### src/rtl/vec_pkg.sv
// -----------------------------------------------------------------------------
// vec_pkg
// Shared definitions for the vector-processor instruction front end.
//   IW            : instruction word width (13 bits)
//   *_MSB/*_LSB   : field positions inside an instruction word
//                   [12:11] opcode, [10:9] register select, [8:0] address
//   opcode_e      : instruction classes (load/store/add/mul)
//   state_e       : sequencer FSM state encoding
//   is_arith()    : true for classes that occupy the A-register datapath
// -----------------------------------------------------------------------------
package vec_pkg;

  localparam int IW = 13;

  localparam int OP_MSB   = 12;
  localparam int OP_LSB   = 11;
  localparam int REG_MSB  = 10;
  localparam int REG_LSB  = 9;
  localparam int ADDR_MSB = 8;
  localparam int ADDR_LSB = 0;

  typedef enum logic [1:0] {
    OP_LOAD  = 2'b00,
    OP_STORE = 2'b01,
    OP_ADD   = 2'b10,
    OP_MUL   = 2'b11
  } opcode_e;

  typedef enum logic [1:0] {
    IDLE = 2'd0,
    RUN  = 2'd1,
    DONE = 2'd2
  } state_e;

  // add/mul work on 512-bit A registers and need a longer issue slot.
  function automatic logic is_arith(input opcode_e op);
    return (op == OP_ADD) || (op == OP_MUL);
  endfunction

endpackage

### src/rtl/vec_prog_ram.sv
// -----------------------------------------------------------------------------
// vec_prog_ram
// DEPTH x IW program buffer: one synchronous write port, one asynchronous
// read port.
//   clk      in   clock
//   we       in   write enable (already qualified by the caller)
//   wr_addr  in   write index
//   wr_data  in   write word
//   rd_addr  in   read index
//   rd_data  out  word at rd_addr (combinational)
// -----------------------------------------------------------------------------
module vec_prog_ram #(
  parameter int DEPTH = 16,
  parameter int AW    = 4,
  parameter int IW    = 13
) (
  input  logic          clk,
  input  logic          we,
  input  logic [AW-1:0] wr_addr,
  input  logic [IW-1:0] wr_data,
  input  logic [AW-1:0] rd_addr,
  output logic [IW-1:0] rd_data
);

  logic [IW-1:0] mem_q [DEPTH];

  // NOTE: the array has no reset branch on purpose: the program must survive a
  // reset, and a reset-free array maps onto plain register-file/RAM cells.
  // NOTE: non-blocking assignment in clocked logic keeps every reader seeing
  // the pre-edge value, independent of process ordering.
  always_ff @(posedge clk) begin
    if (we) begin
      mem_q[wr_addr] <= wr_data;
    end
  end

  assign rd_data = mem_q[rd_addr];

endmodule

### src/rtl/vec_instr_sequencer.sv
// -----------------------------------------------------------------------------
// vec_instr_sequencer
// Stores a short program of vector instructions and replays it, one word per
// issue slot, onto the processor's instruction input. Load/store words are
// held MEM_CYCLES cycles, add/mul words ARITH_CYCLES cycles.
//   clk          in   clock, all state on rising edge
//   reset        in   synchronous, active-high
//   prog_we      in   write program entry (only honoured in IDLE without start)
//   prog_addr    in   entry index
//   prog_data    in   instruction word
//   start        in   begin replay from entry 0
//   prog_len     in   entries to issue (0..DEPTH, larger saturates), at start
//   abort        in   stop replay (RUN only)
//   instruction  out  word currently driven to the processor
//   issue        out  first cycle of each newly driven word
//   busy         out  high while replaying
//   pc           out  index of the word currently driven
//   done         out  one-cycle pulse at end of replay
//   aborted      out  with done when the replay was cut short by abort
// -----------------------------------------------------------------------------
module vec_instr_sequencer
  import vec_pkg::*;
#(
  parameter int DEPTH        = 16,
  parameter int AW           = 4,
  parameter int IW           = vec_pkg::IW,
  parameter int MEM_CYCLES   = 1,
  parameter int ARITH_CYCLES = 2
) (
  input  logic          clk,
  input  logic          reset,
  input  logic          prog_we,
  input  logic [AW-1:0] prog_addr,
  input  logic [IW-1:0] prog_data,
  input  logic          start,
  input  logic [AW:0]   prog_len,
  input  logic          abort,
  output logic [IW-1:0] instruction,
  output logic          issue,
  output logic          busy,
  output logic [AW-1:0] pc,
  output logic          done,
  output logic          aborted
);

  // The hold counter stores (hold - 1), so it only has to reach HOLD_MAX - 1.
  localparam int HOLD_MAX = (ARITH_CYCLES > MEM_CYCLES) ? ARITH_CYCLES : MEM_CYCLES;
  localparam int CW       = (HOLD_MAX > 1) ? $clog2(HOLD_MAX) : 1;
  localparam logic [AW:0] DEPTH_L = (AW+1)'(DEPTH);

  state_e        state_q, state_d;
  logic [IW-1:0] instr_q, instr_d;
  logic          issue_q, issue_d;
  logic          busy_q, busy_d;
  logic [AW-1:0] pc_q, pc_d;
  logic          done_q, done_d;
  logic          aborted_q, aborted_d;
  logic [AW:0]   len_q, len_d;
  logic [CW-1:0] cnt_q, cnt_d;

  logic          ram_we;
  logic [AW-1:0] rd_addr;
  logic [IW-1:0] rd_data;

  function automatic logic [CW-1:0] hold_m1(input logic [IW-1:0] w);
    return is_arith(opcode_e'(w[OP_MSB:OP_LSB])) ? CW'(ARITH_CYCLES - 1)
                                                 : CW'(MEM_CYCLES - 1);
  endfunction

  // Writes are only safe while nothing is being replayed; a write that
  // collides with start would race the read of entry 0, so it is dropped too.
  assign ram_we  = prog_we && (state_q == IDLE) && !start;

  // Entry 0 is looked up while idle so it can be issued on the start edge;
  // during RUN the next entry is prefetched combinationally.
  assign rd_addr = (state_q == RUN) ? pc_q + AW'(1) : '0;

  vec_prog_ram #(
    .DEPTH (DEPTH),
    .AW    (AW),
    .IW    (IW)
  ) u_prog_ram (
    .clk     (clk),
    .we      (ram_we),
    .wr_addr (prog_addr),
    .wr_data (prog_data),
    .rd_addr (rd_addr),
    .rd_data (rd_data)
  );

  // NOTE: every signal written here gets a default first, so no path leaves a
  // value unassigned and no latch is inferred.
  always_comb begin
    state_d   = state_q;
    instr_d   = instr_q;
    pc_d      = pc_q;
    len_d     = len_q;
    cnt_d     = cnt_q;
    issue_d   = 1'b0;
    done_d    = 1'b0;
    aborted_d = 1'b0;

    unique case (state_q)
      IDLE: begin
        if (start) begin
          if (prog_len == '0) begin
            state_d = DONE;
            done_d  = 1'b1;
          end else begin
            len_d   = (prog_len > DEPTH_L) ? DEPTH_L : prog_len;
            instr_d = rd_data;
            pc_d    = '0;
            issue_d = 1'b1;
            cnt_d   = hold_m1(rd_data);
            state_d = RUN;
          end
        end
      end

      RUN: begin
        // Abort wins over any counter or pc progress in the same cycle.
        if (abort) begin
          state_d   = DONE;
          done_d    = 1'b1;
          aborted_d = 1'b1;
        end else if (cnt_q != '0) begin
          cnt_d = cnt_q - CW'(1);
        end else if (({1'b0, pc_q} + (AW+1)'(1)) < len_q) begin
          pc_d    = pc_q + AW'(1);
          instr_d = rd_data;
          issue_d = 1'b1;
          cnt_d   = hold_m1(rd_data);
        end else begin
          state_d = DONE;
          done_d  = 1'b1;
        end
      end

      DONE: begin
        state_d = IDLE;
      end

      default: begin
        state_d = IDLE;
      end
    endcase

    busy_d = (state_d == RUN);
  end

  always_ff @(posedge clk) begin
    if (reset) begin
      state_q   <= IDLE;
      instr_q   <= '0;
      issue_q   <= 1'b0;
      busy_q    <= 1'b0;
      pc_q      <= '0;
      done_q    <= 1'b0;
      aborted_q <= 1'b0;
      len_q     <= '0;
      cnt_q     <= '0;
    end else begin
      state_q   <= state_d;
      instr_q   <= instr_d;
      issue_q   <= issue_d;
      busy_q    <= busy_d;
      pc_q      <= pc_d;
      done_q    <= done_d;
      aborted_q <= aborted_d;
      len_q     <= len_d;
      cnt_q     <= cnt_d;
    end
  end

  assign instruction = instr_q;
  assign issue       = issue_q;
  assign busy        = busy_q;
  assign pc          = pc_q;
  assign done        = done_q;
  assign aborted     = aborted_q;

endmodule

### config.mk
export PLATFORM = sky130hd
export DESIGN_NAME = vec_instr_sequencer
export DESIGN_NICKNAME = d
export VERILOG_FILES = /design/src/rtl/vec_pkg.sv /design/src/rtl/vec_prog_ram.sv /design/src/rtl/vec_instr_sequencer.sv
export SDC_FILE = /design/constraint.sdc
export NUM_CORES = 1
export LEC_CHECK = 0
export ABC_AREA = 1
export BUFFER_PORTS_ARGS = -buffer_cell sky130_fd_sc_hd__buf_2
export CAP_MARGIN = 20
export CORE_ASPECT_RATIO = 1.2
export CORE_UTILIZATION = 55
export DETAILED_ROUTE_END_ITERATION = 10
export PLACE_DENSITY = 0.75
export SLEW_MARGIN = 20
export SYNTH_ARGS = -nofsm -noshare
export SYNTH_HDL_FRONTEND = slang
export SYNTH_HIERARCHICAL = 1
export SYNTH_SLANG_ARGS = --single-unit
### constraint.sdc
create_clock -name clk -period 5.45 [get_ports clk]
set_input_delay 1.09 -clock clk [delete_from_list [all_inputs] [get_ports clk]]
set_output_delay 1.09 -clock clk [all_outputs]
set_load 0.01 [all_outputs]
==> Word level (Yosys, flattened, before mapping) <==
Memories as Yosys holds them, arrays and structs flattened.
Index checks and enable logic that the tools add are counted.
{ "word_totals": {"ff_bits": 29, "ram_bits": 208, "out_inout_bits": 21, "wordCells": 79, "memories": 1} }
{ "memory_table": {"columns": ["memory", "depth", "width", "read_ports", "rd_ports_with_merged_regs", "write_ports", "line", "source"], "rows": [
  ["u_prog_ram.mem_q", 16, 13, 1, 0, 1, "vec_prog_ram.sv:25", "logic [IW-1:0] mem_q [DEPTH];"]
]} }
{ "op_classes": {"add_sub_neg": 3, "order_cmp": 2, "n_eq_ne": 9, "muxes": 42, "bitwise": 2, "n_reduce_logical": 11} }
{ "op_table": {"columns": ["operator", "count"], "rows": [
  ["$mux W13", 5],
  ["$pmux W13 S2", 1],
  ["$mux W4", 6],
  ["$mux W1", 19],
  ["$mux W2", 5],
  ["$ne A2 B2 Y1 const B", 4],
  ["$pmux W4 S2", 1],
  ["$pmux W1 S2", 3],
  ["$reduce_and A6 Y1", 1],
  ["$add A4 B1 Y5 const B", 1],
  ["$gt A5 B5 Y1 const B", 1],
  ["$logic_not A5 Y1", 1],
  ["$lt A5 B5 Y1", 1],
  ["$mux W5", 1],
  ["$add A4 B1 Y4 const B", 1],
  ["$eq A2 B1 Y1 const B", 2],
  ["$eq A2 B2 Y1 const B", 2],
  ["$pmux W2 S2", 1],
  ["$reduce_and A4 Y1", 1],
  ["$reduce_and A3 Y1", 1],
  ["$logic_and A1 B1 Y1", 2],
  ["$logic_not A2 Y1", 1],
  ["$ne A2 B1 Y1 const B", 1],
  ["$not A1 Y1", 2],
  ["5 further kinds", 5]
]} }

==> Depth between registers and ports, before layout <==
Gate-level depths: netlist of run 1.
An unclocked memory read counts as a cell.
{ "logic_depth": {"ltp_word": 10, "ltp_mapped": 14, "ltp_nobuf": 13} }

==> By module <==
Netlist of run 1, hierarchy kept.
{ "by_module_without_submodules": {"columns": ["module", "instances", "cells_each", "area_each_um2", "seq_area_each_um2"], "rows": [
  ["vec_prog_ram", 1, 865, 9012.4, 6246.0],
  ["vec_instr_sequencer", 1, 190, 1451.4, 580.6]
]} }

==> Worst setup path before layout of run 1 <==
Ideal clock, no wire load.
{ "synth_path": {"kind": "input port to flip-flop", "from": "input start", "to": "memory u_prog_ram.mem_q[12][0], enable pin", "setup_time_ns": 0.382, "t_arrival_ns": 2.252, "required_ns": 5.068, "slack_ns": 2.816, "path_stages": 5, "path_cell_list": "inv_1 > nand2_1 > nor2_1 > nand3_1 > nor2_1"} }
{ "synth_between": {"elab_chain_cells": 4} }
{ "synth_lines": {"columns": ["item", "line", "source"], "rows": [
  ["start, declared", "vec_instr_sequencer.sv:35", "input logic start,"],
  ["$logic_not A1 Y1", "vec_instr_sequencer.sv:72", "assign ram_we = prog_we && (state_q == IDLE) && !start;"],
  ["$logic_and A1 B1 Y1", "vec_instr_sequencer.sv:72", null],
  ["via ram_we", "vec_instr_sequencer.sv:61", "logic ram_we;"],
  ["$mux W1", "vec_prog_ram.sv:32", "if (we) begin"],
  ["$mux W1 (not written as such)", "vec_prog_ram.sv:33", "mem_q[wr_addr] <= wr_data;"],
  ["end, declared", "vec_prog_ram.sv:25", null]
]} }
The timed path passes the listed nets, and every way through them passes these cells.

==> Worst setup path after layout of run 1 <==
{ "layout_path": {"from": "input start", "to": "memory u_prog_ram.mem_q[8][1], enable pin"} }
The elaborated chain is that of the path after synthesis.

==> flow_metrics.tcl, run 1 <==
set metrics [dict create \
    rows 54 \
    setup_slack_ps 2340 \
    ys.warnings.count 6 \
    cp_cell_sequence "buf_2 -> inv_1 -> nand2_1 -> nor2_1 -> nand3b_1 -> nor2_1" \
    die_y_um 153 \
    slowest_stage "nor2_1" \
    grt_pass1_wl_um 38200 \
    numPortBuffers 47 \
    grt_pass1_vias 6946 \
    finish.utilization 0.630 \
    place_congestion 0.899 \
    antenna_cells 0 \
    syn_nets 1087 \
    total_power_mw 4.77 \
    dieArea_mm2 0.0196 \
    hold_path_class "reg -> reg" \
    grt.total_usage 0.263 \
    ff2ff_path_depth 11 \
    worst_pin_slew_ps 1130 \
    avgSynthCellArea_um2 9.92 \
    ys_seq_area_frac 0.652 \
    maxCapViolCount 0 \
    hold_buffers 0 \
    postSynth.asyncResetShare 0 \
    path_clk_slew_ps 60 \
    slew_headroom 0.242 \
    vias_per_cell 5.38 \
    synth_top_area_frac 0.597 \
    cts-resized-gates 0 \
    timing.fmax_mhz 322 \
    clk_latency_ps 510 \
    ant_nets 0 \
    cts_tree "built" \
    worstSetupPathType "in -> reg" \
    synth_area_leader_cell "edfxtp_1" \
    finalCritPeriodShare 0.570 \
    cp-start-kind "primary input" \
    antenna_found_initial 0 \
    min_period_ps 3110 \
    synthFlopType "edfxtp_1" \
    drtIter0Drc 884 \
    synth.distinct_cells 30 \
    cts_buffers 24 \
    cp_max_fo 13 \
    hpwlAfterDp_um 15100 \
    io_pins 48 \
    required_ps 5570 \
    leakage_nw 5.00 \
    cts.path.max_buffers 3 \
    crit_path_end_kind "flop" \
    worstPathArrival_ps 3230 \
    clock_sinks 237 \
    ctsHtreeMaxLevel 1 \
    clock-root-buffer "clkbuf_16" \
    vias 7285 \
    detail_route.first_pass.iterations 5 \
    ir_worst_vdd_v 0.000266 \
    ys_seq_elements 237 \
    setup_viol 0 \
    power_density_mw_per_mm2 412 \
    rsz0062_at_grt "no" \
    fin_tns_setup_ps 0 \
    layout-drive-gt1-share 0.104 \
    syn_inst 1055 \
    grt_max_degree 105 \
    synthTopCellsByCount "nand2_1 (317), edfxtp_1 (208), inv_1 (178)" \
    routed_wl_um 25200 \
    wire_per_inst_um 18.6 \
    cpPeakStageDelay_ps 910 \
    final-hold-violation-count 0 \
    finalMaxSlewViolations 0 \
    yosysMostFrequentCell "nand2_1" \
    area_growth_pct 10.6 \
    gr-total-overflow 0 \
    dp_slack_ps 1920 \
    fin_nets 1119 \
    coreArea_mm2 0.0184 \
    finalClockSkew_ps 11.8 \
    netlist_area_mm2 0.0105 \
    die_w_um 128 \
    outcome "completed" \
    cts_setup_buffers 0 \
    synthTopCellsByArea "edfxtp_1 (60%), nand2_1 (11%), nand3_1 (7.9%)" \
    synth_edf_count 208 \
    whs_path_depth 2 \
    start_util 0.569 \
    worst_path_most_repeated_cell "nor2_1" \
    drc 0 \
]
-- power by group --
| group | leakage (nW) | internal (mW) | switching [mW] | total (mW) |
|---|---|---|---|---|
| combinational | 2.51 | 0.320 | 0.745 | 1.07 |
| sequential | 2.11 | 2.05 | 0.0364 | 2.08 |
| clock | 0.382 | 0.973 | 0.651 | 1.62 |
| total | 5.00 | 3.34 | 1.43 | 4.77 |
-- path summary, 6_finish.rpt --
kind,from,to,slack (ps)
max,start,u_prog_ram/mem_q[8][1]$_DFFE_PP_,2340
max reg2reg,state_q[0]$_SDFF_PP0_,cnt_q$_SDFFE_PP0P_,2360
min reg2reg,len_q[1]$_SDFFE_PP0P_,len_q[1]$_SDFFE_PP0P_,460
min,len_q[1]$_SDFFE_PP0P_,len_q[1]$_SDFFE_PP0P_,460
-- state kept, by name (all words and copies together) (netlist names) --
register and cells:
aborted 1, busy 1, cnt_q 1, done 1
instruction 13, issue 1, len_q 5, pc 4
state_q 2, u_prog_ram/mem_q 208
-- logic make-up after synthesis --
| kind of cell | count (synthesis) | share of synthesized area |
|---|---|---|
| flops | 237 | 0.652 |
| compound gates | 12 | 0.00813 |
| xor+xnor | 1 | 0.000837 |
| simple gates | 571 | 0.239 |
| fa+ha+maj | 5 | 0.00598 |
| buf+inv | 229 | 0.0934 |
-- area by class of cell --
type | count | area, um^2
clock buffers | 28 | 637
clock inverters | 14 | 143
fillers | 1491 | 6810
inverters | 182 | 686
multi-input cells | 589 | 2690
flip-flops and latches | 237 | 6830
well taps | 252 | 315
repair buffers | 53 | 280
-- cells in the final DEF (no fill, tap or decap), types with 2 or more instances in the layout --
master	instances
buf_4	6
nor2_2	14
nand2_4	2
nand3_1	166
clkbuf_1	3
nand2_1	317
clkinv_1	8
a21oi_1	9
clkbuf_16	25
clkinv_2	4
edfxtp_1	208
ha_1	5
dfxtp_1	29
nand2_2	2
nor2_1	46
buf_2	47
bufinv_16	3
inv_1	177
nand3b_1	16
-- layer usage --
layer	GRT usage	part of all wire	vias up	routed length, um
met5	0	0	-	0
met4	0.113	0.042	0	1060
met3	0.0364	0.083	73	2090
met2	0.447	0.50	403	12500
met1	0.336	0.38	3357	9560
li1	-	-	3452	-
-- critical path: cells and delay by family --
| kind | cells | cell delay (ps) |
|---|---|---|
| buffers and inverters | 2 | 260 |
| AND/OR/NAND/NOR | 4 | 1870 |
-- per-stage QoR --
stage / instances / hold WS (ps) / instance area, um^2
global route: 1355 / 487 / 11600
CTS: 1353 / 466 / 11500
detailed placement: 1311 / 457 / 10800
finish: 1355 / 465 / 11600
global placement: 1311 / 454 / 10800
floorplan: 1055 / 444 / 10500
Note: power is estimated with default switching activity, not from simulation.
==> inputs of run 2 (changes only) <==
- clock period: 5.45 -> 2.9 ns (I/O delays scaled with it)
==> flow_metrics.tcl, run 2 (synthesis gave the netlist of run 1 again) <==
set metrics [dict create \
    slowest_stage "dfxtp_1" \
    hpwlAfterDp_um 15600 \
    finish.utilization 0.646 \
    fillerInstances 1408 \
    cts_setup_buffers 0 \
    cts.path.max_buffers 3 \
    finalClockSkew_ps 11.4 \
    setup_viol 0 \
    io_pins 48 \
    die_y_um 153 \
    largest_reg_flops 208 \
    cp_cell_sequence "ha_1 -> nand2_1 -> clkinv_1 -> inv_2 -> buf_4 -> nand3_1 -> nand3_1 -> nand3_1 -> nand2_1 -> nand3_1 -> a21oi_1" \
    top_register "u_prog_ram/mem_q" \
    worstSetupPathType "reg -> reg" \
    finalCritPeriodShare 0.799 \
    hold_buffers 0 \
    layout_commonest_cell "nand2_1" \
    gr-total-overflow 0 \
    wire_per_inst_um 17.3 \
    grt.total_usage 0.254 \
    area_growth_pct 13.4 \
    routed_wl_um 24100 \
    final-hold-violation-count 0 \
    worst_pin_slew_ps 607 \
    fin_tns_setup_ps 0 \
    worst_hold_slack_ps 329 \
    ff_latch_area_mm2 0.00683 \
    cts_tree "built" \
    clk_latency_ps 520 \
    grt_max_degree 106 \
    worstPathArrival_ps 2760 \
    multi_input_area_mm2 0.00267 \
    finalMaxSlewViolations 0 \
    hold_path_class "in -> reg" \
    ctsHtreeMaxLevel 1 \
    antenna_found_initial 0 \
    timing.fmax_mhz 432 \
    coreArea_mm2 0.0184 \
    numPortBuffers 47 \
    min_period_ps 2320 \
    crit_family "simple AND/OR/NAND/NOR gates" \
    required_ps 3350 \
    worst_path_most_repeated_cell "nand3_1" \
    layout-drive-gt1-share 0.124 \
    place_congestion 0.840 \
    grt_pass1_wl_um 37400 \
    clock-root-buffer "clkbuf_16" \
    drc 0 \
    cp_max_fo 13 \
    ir_worst_vdd_v 0.000577 \
    power_density_mw_per_mm2 767 \
    grt_pass1_vias 7006 \
    rsz0062_at_grt "no" \
    leakage_nw 5.19 \
    cts-resized-gates 0 \
    cts_buffers 25 \
    cp_num_buf_inv 3 \
    total_power_mw 9.10 \
    fin_nets 1152 \
    path_clk_slew_ps 60 \
    cpPeakStageDelay_ps 470 \
    start_util 0.569 \
    final_cell_mix "nand2_1 (317), edfxtp_1 (208), inv_1 (177)" \
    antenna_cells 0 \
    ant_nets 0 \
    clock_sinks 237 \
    drtIter0Drc 788 \
    dieArea_mm2 0.0196 \
    maxCapViolCount 0 \
    vias_per_cell 5.27 \
    crit_path_end_kind "flop" \
    vias 7322 \
    rows 54 \
    cp-start-kind "flop" \
    die_w_um 128 \
    detail_route.first_pass.iterations 6 \
    slew_headroom 0.596 \
    outcome "completed" \
]
run 2: path summary, 6_finish.rpt:
| kind | from | depth (start not counted) | slack (ps) | endpoint |
|---|---|---|---|---|
| min reg2reg | len_q[1]$_SDFFE_PP0P_ | 2 | 470 | len_q[1]$_SDFFE_PP0P_ |
| min | prog_len[0] | 3 | 330 | len_q[0]$_SDFFE_PP0P_ |
| max | pc[0]$_SDFFE_PP0P_ | 11 | 580 | instruction[12]$_SDFFE_PP0P_ |
| max reg2reg | pc[0]$_SDFFE_PP0P_ | 11 | 580 | instruction[12]$_SDFFE_PP0P_ |
run 2: area by class of cell:
type / count / share of cell area
multi-input combinational: 589 / 0.225
sequential: 237 / 0.575
timing repair buffer: 85 / 0.0470
tap: 252 / 0.0266
clock inverter: 10 / 0.0124
inverter: 182 / 0.0578
clock buffer: 34 / 0.0556
run 2: worst register-to-register path, cell delays in order (launching register included):
cell and delay [ps]:
dfxtp_1 470, ha_1 310, nand2_1 100, clkinv_1 90, inv_2 280, buf_4 230, nand3_1 140, nand3_1 180
nand3_1 100, nand2_1 120, nand3_1 100, a21oi_1 130
run 2: through the flow:
step | area [um^2] | worst slack [ps] | std cells
6_report | 11900 | 583 | 1389
5_1_grt | 11900 | 393 | 1389
4_1_cts | 11900 | 628 | 1389
3_5_place_dp | 11100 | 635 | 1345
3_3_place_gp | 11100 | 647 | 1345
2_1_floorplan | 10500 | 776 | 1055
run 2: power by group:
part	internal [mW]	switching (mW)
logic	0.652	1.38
registers	3.85	0.0758
clock network	1.94	1.21
total	6.44	2.67
run 2: layer usage:
metal / global-route usage / vias to the layer above / routed length, um
met5: 0 / - / 0
met4: 0.111 / 0 / 918
met3: 0.0350 / 57 / 1970
met2: 0.430 / 373 / 11800
met1: 0.326 / 3373 / 9410
li1: - / 3519 / -
==> inputs of run 3 (changes only) <==
- PLACE_DENSITY: 0.75 -> 0.77
- clock period: 2.9 -> 2 ns (I/O delays scaled with it)
==> flow_metrics.tcl, run 3 (synthesis gave the netlist of run 1 again) <==
set metrics [dict create \
    io_pins 48 \
    place_congestion 0.870 \
    total_power_mw 13.4 \
    cts_tree "built" \
    p_comb_frac 0.262 \
    area_growth_pct 16.9 \
    slowest_stage "dfxtp_4" \
    vias 7393 \
    routed_wl_um 24100 \
    swShare 0.308 \
    finalMaxSlewViolations 0 \
    crit_path_end_kind "flop" \
    switching_power_mw 4.11 \
    hold_path_class "in -> reg" \
    final-hold-violation-count 0 \
    final_cell_mix "nand2_1 (314), edfxtp_1 (208), inv_1 (175)" \
    cts_buffers 24 \
    rows 54 \
    finalNonFillerCells 1413 \
    setup_slack_ps -65.4 \
    largest_reg_flops 208 \
    detail_route.first_pass.iterations 5 \
    worstSetupPathType "reg -> reg" \
    maxCapViolCount 0 \
    crit_family "simple AND/OR/NAND/NOR gates" \
    cp_cell_sequence "ha_4 -> nor2_4 -> nor2_2 -> ha_1 -> nand2_1 -> nand2_2 -> a21oi_4 -> nand3_2 -> nand2_4 -> nand2_8 -> nor2_4 -> nor2_2" \
    rsz0062_at_grt "yes" \
    timing.fmax_mhz 484 \
    antenna_found_initial 1 \
    required_ps 2400 \
    fin_tns_setup_ps -611 \
    cp_max_fo 8 \
    min_period_ps 2070 \
    clock_sinks 237 \
    gr-usage-met2 0.413 \
    wire_per_inst_um 17.0 \
    cts.path.max_buffers 3 \
    setup_viol 17 \
    layout_commonest_cell "nand2_1" \
    busiest_layer "met2" \
    fin_nets 1177 \
    outcome "finished, violations left" \
    min-delay-start "prog_len[0]" \
    die_y_um 153 \
    start_util 0.569 \
    violations "setup timing" \
    ctsHtreeMaxLevel 1 \
    place_inst 1366 \
    finalClockSkew_ps 16.1 \
    worst_hold_slack_ps 152 \
    clk_latency_ps 510 \
    p_int_mw 9.25 \
    path_clk_slew_ps 60 \
    clock-root-buffer "clkbuf_16" \
    power_density_mw_per_mm2 1090 \
    cp_num_buf_inv 0 \
    layout-drive-gt1-share 0.161 \
    worstPathArrival_ps 2470 \
    finalCritPeriodShare 1.03 \
    startpoint "pc[0]$_SDFFE_PP0P_" \
    gr-total-overflow 0 \
    vias_per_cell 5.23 \
    top_register "u_prog_ram/mem_q" \
    leakage_nw 5.35 \
    grt.total_usage 0.245 \
    cpPeakStageDelay_ps 360 \
    finish.utilization 0.665 \
    hpwlAfterDp_um 15000 \
    die_w_um 128 \
    grt_pass1_vias 7090 \
    numPortBuffers 47 \
    ir_worst_vdd_v 0.000678 \
    grt_pass1_wl_um 36800 \
    pwr-share-seq 0.426 \
    use_met1 0.310 \
    clock_power_share 0.311 \
    dieArea_mm2 0.0196 \
    r2r-start "pc[0]$_SDFFE_PP0P_" \
    cp-start-kind "flop" \
    drtIter0Drc 670 \
    ant_nets 0 \
    coreArea_mm2 0.0184 \
    grt_max_degree 49 \
    rrSetupSlack_ps -70 \
    drc 0 \
    worst_pin_slew_ps 655 \
    met3_usage 0.0494 \
    slew_headroom 0.563 \
]
## run 3: cell types whose count changed in the layout (fill, tap and decap cells not counted), moves of 3 or more
cell,previous run,this run
buf_12,3,9
buf_4,35,50
buf_6,0,3
bufinv_16,4,1
clkbuf_1,9,2
clkinv_1,5,9
dfxtp_1,29,26
dfxtp_4,0,3
nand2_1,317,314
nor2_1,51,42
nor2_4,1,10
## run 3: layer usage
layer | up-vias | routed length [um]
met3 | 62 | 1930
met4 | 0 | 820
met5 | - | 0
met1 | 3449 | 9450
li1 | 3566 | -
met2 | 316 | 11900
## run 3: worst paths after layout
| check | cells past startpoint | end |
|---|---|---|
| worst min register to register | 2 | len_q[0]$_SDFFE_PP0P_ |
| worst min-delay path | 3 | len_q[0]$_SDFFE_PP0P_ |
| worst max register to register | 12 | pc[3]$_SDFFE_PP0P_ |
| worst max-delay path | 12 | pc[3]$_SDFFE_PP0P_ |
## run 3: power groups by stage
stage / combinational [mW] / sequential [mW] / clock, mW
6_report: 3.51 / 5.70 / 4.16
5_1_grt: 3.86 / 5.71 / 4.39
4_1_cts: 3.17 / 5.68 / 4.21
3_5_place_dp: 3.06 / 5.78 / 0
3_3_place_gp: 3.00 / 5.77 / 0
2_1_floorplan: 2.09 / 5.83 / 0
## run 3: area by class of cell
type / instances / area, um^2
tap: 252 / 315
sequential: 237 / 6840
clock buffer: 27 / 633
multi-input combinational: 590 / 2810
timing repair buffer: 110 / 850
clock inverter: 14 / 96.3
inverter: 182 / 686
fill: 1374 / 6150
antenna: 1 / 2.50
## run 3: worst reg2reg max path, delay by kind of cell, from the launching register on
kind                     cells  cell delay, ps
AO/OA/AOI/OAI                1             190
flip-flops                   1             360
adder cells (fa/ha/maj)      2             490
AND/OR/NAND/NOR              9             940
## run 3: what timing repair did
item | 4_1_cts | 5_1_grt
hold endpoints to repair | 0 | 0
gates resized for setup | 10 | 30
pin swaps | 3 | 8
buffers inserted | 0 | 3
cloned | 1 | 1
hold buffers | 0 | 0
setup endpoints to repair | 15 | 20
## run 3: per-stage QoR
step,setup slack (ps),instance area [um^2]
floorplan,34.7,10500
global placement,35.5,11300
detailed placement,-45.3,11300
CTS,-10.7,12000
global route,-164,12200
finish,-65.4,12200
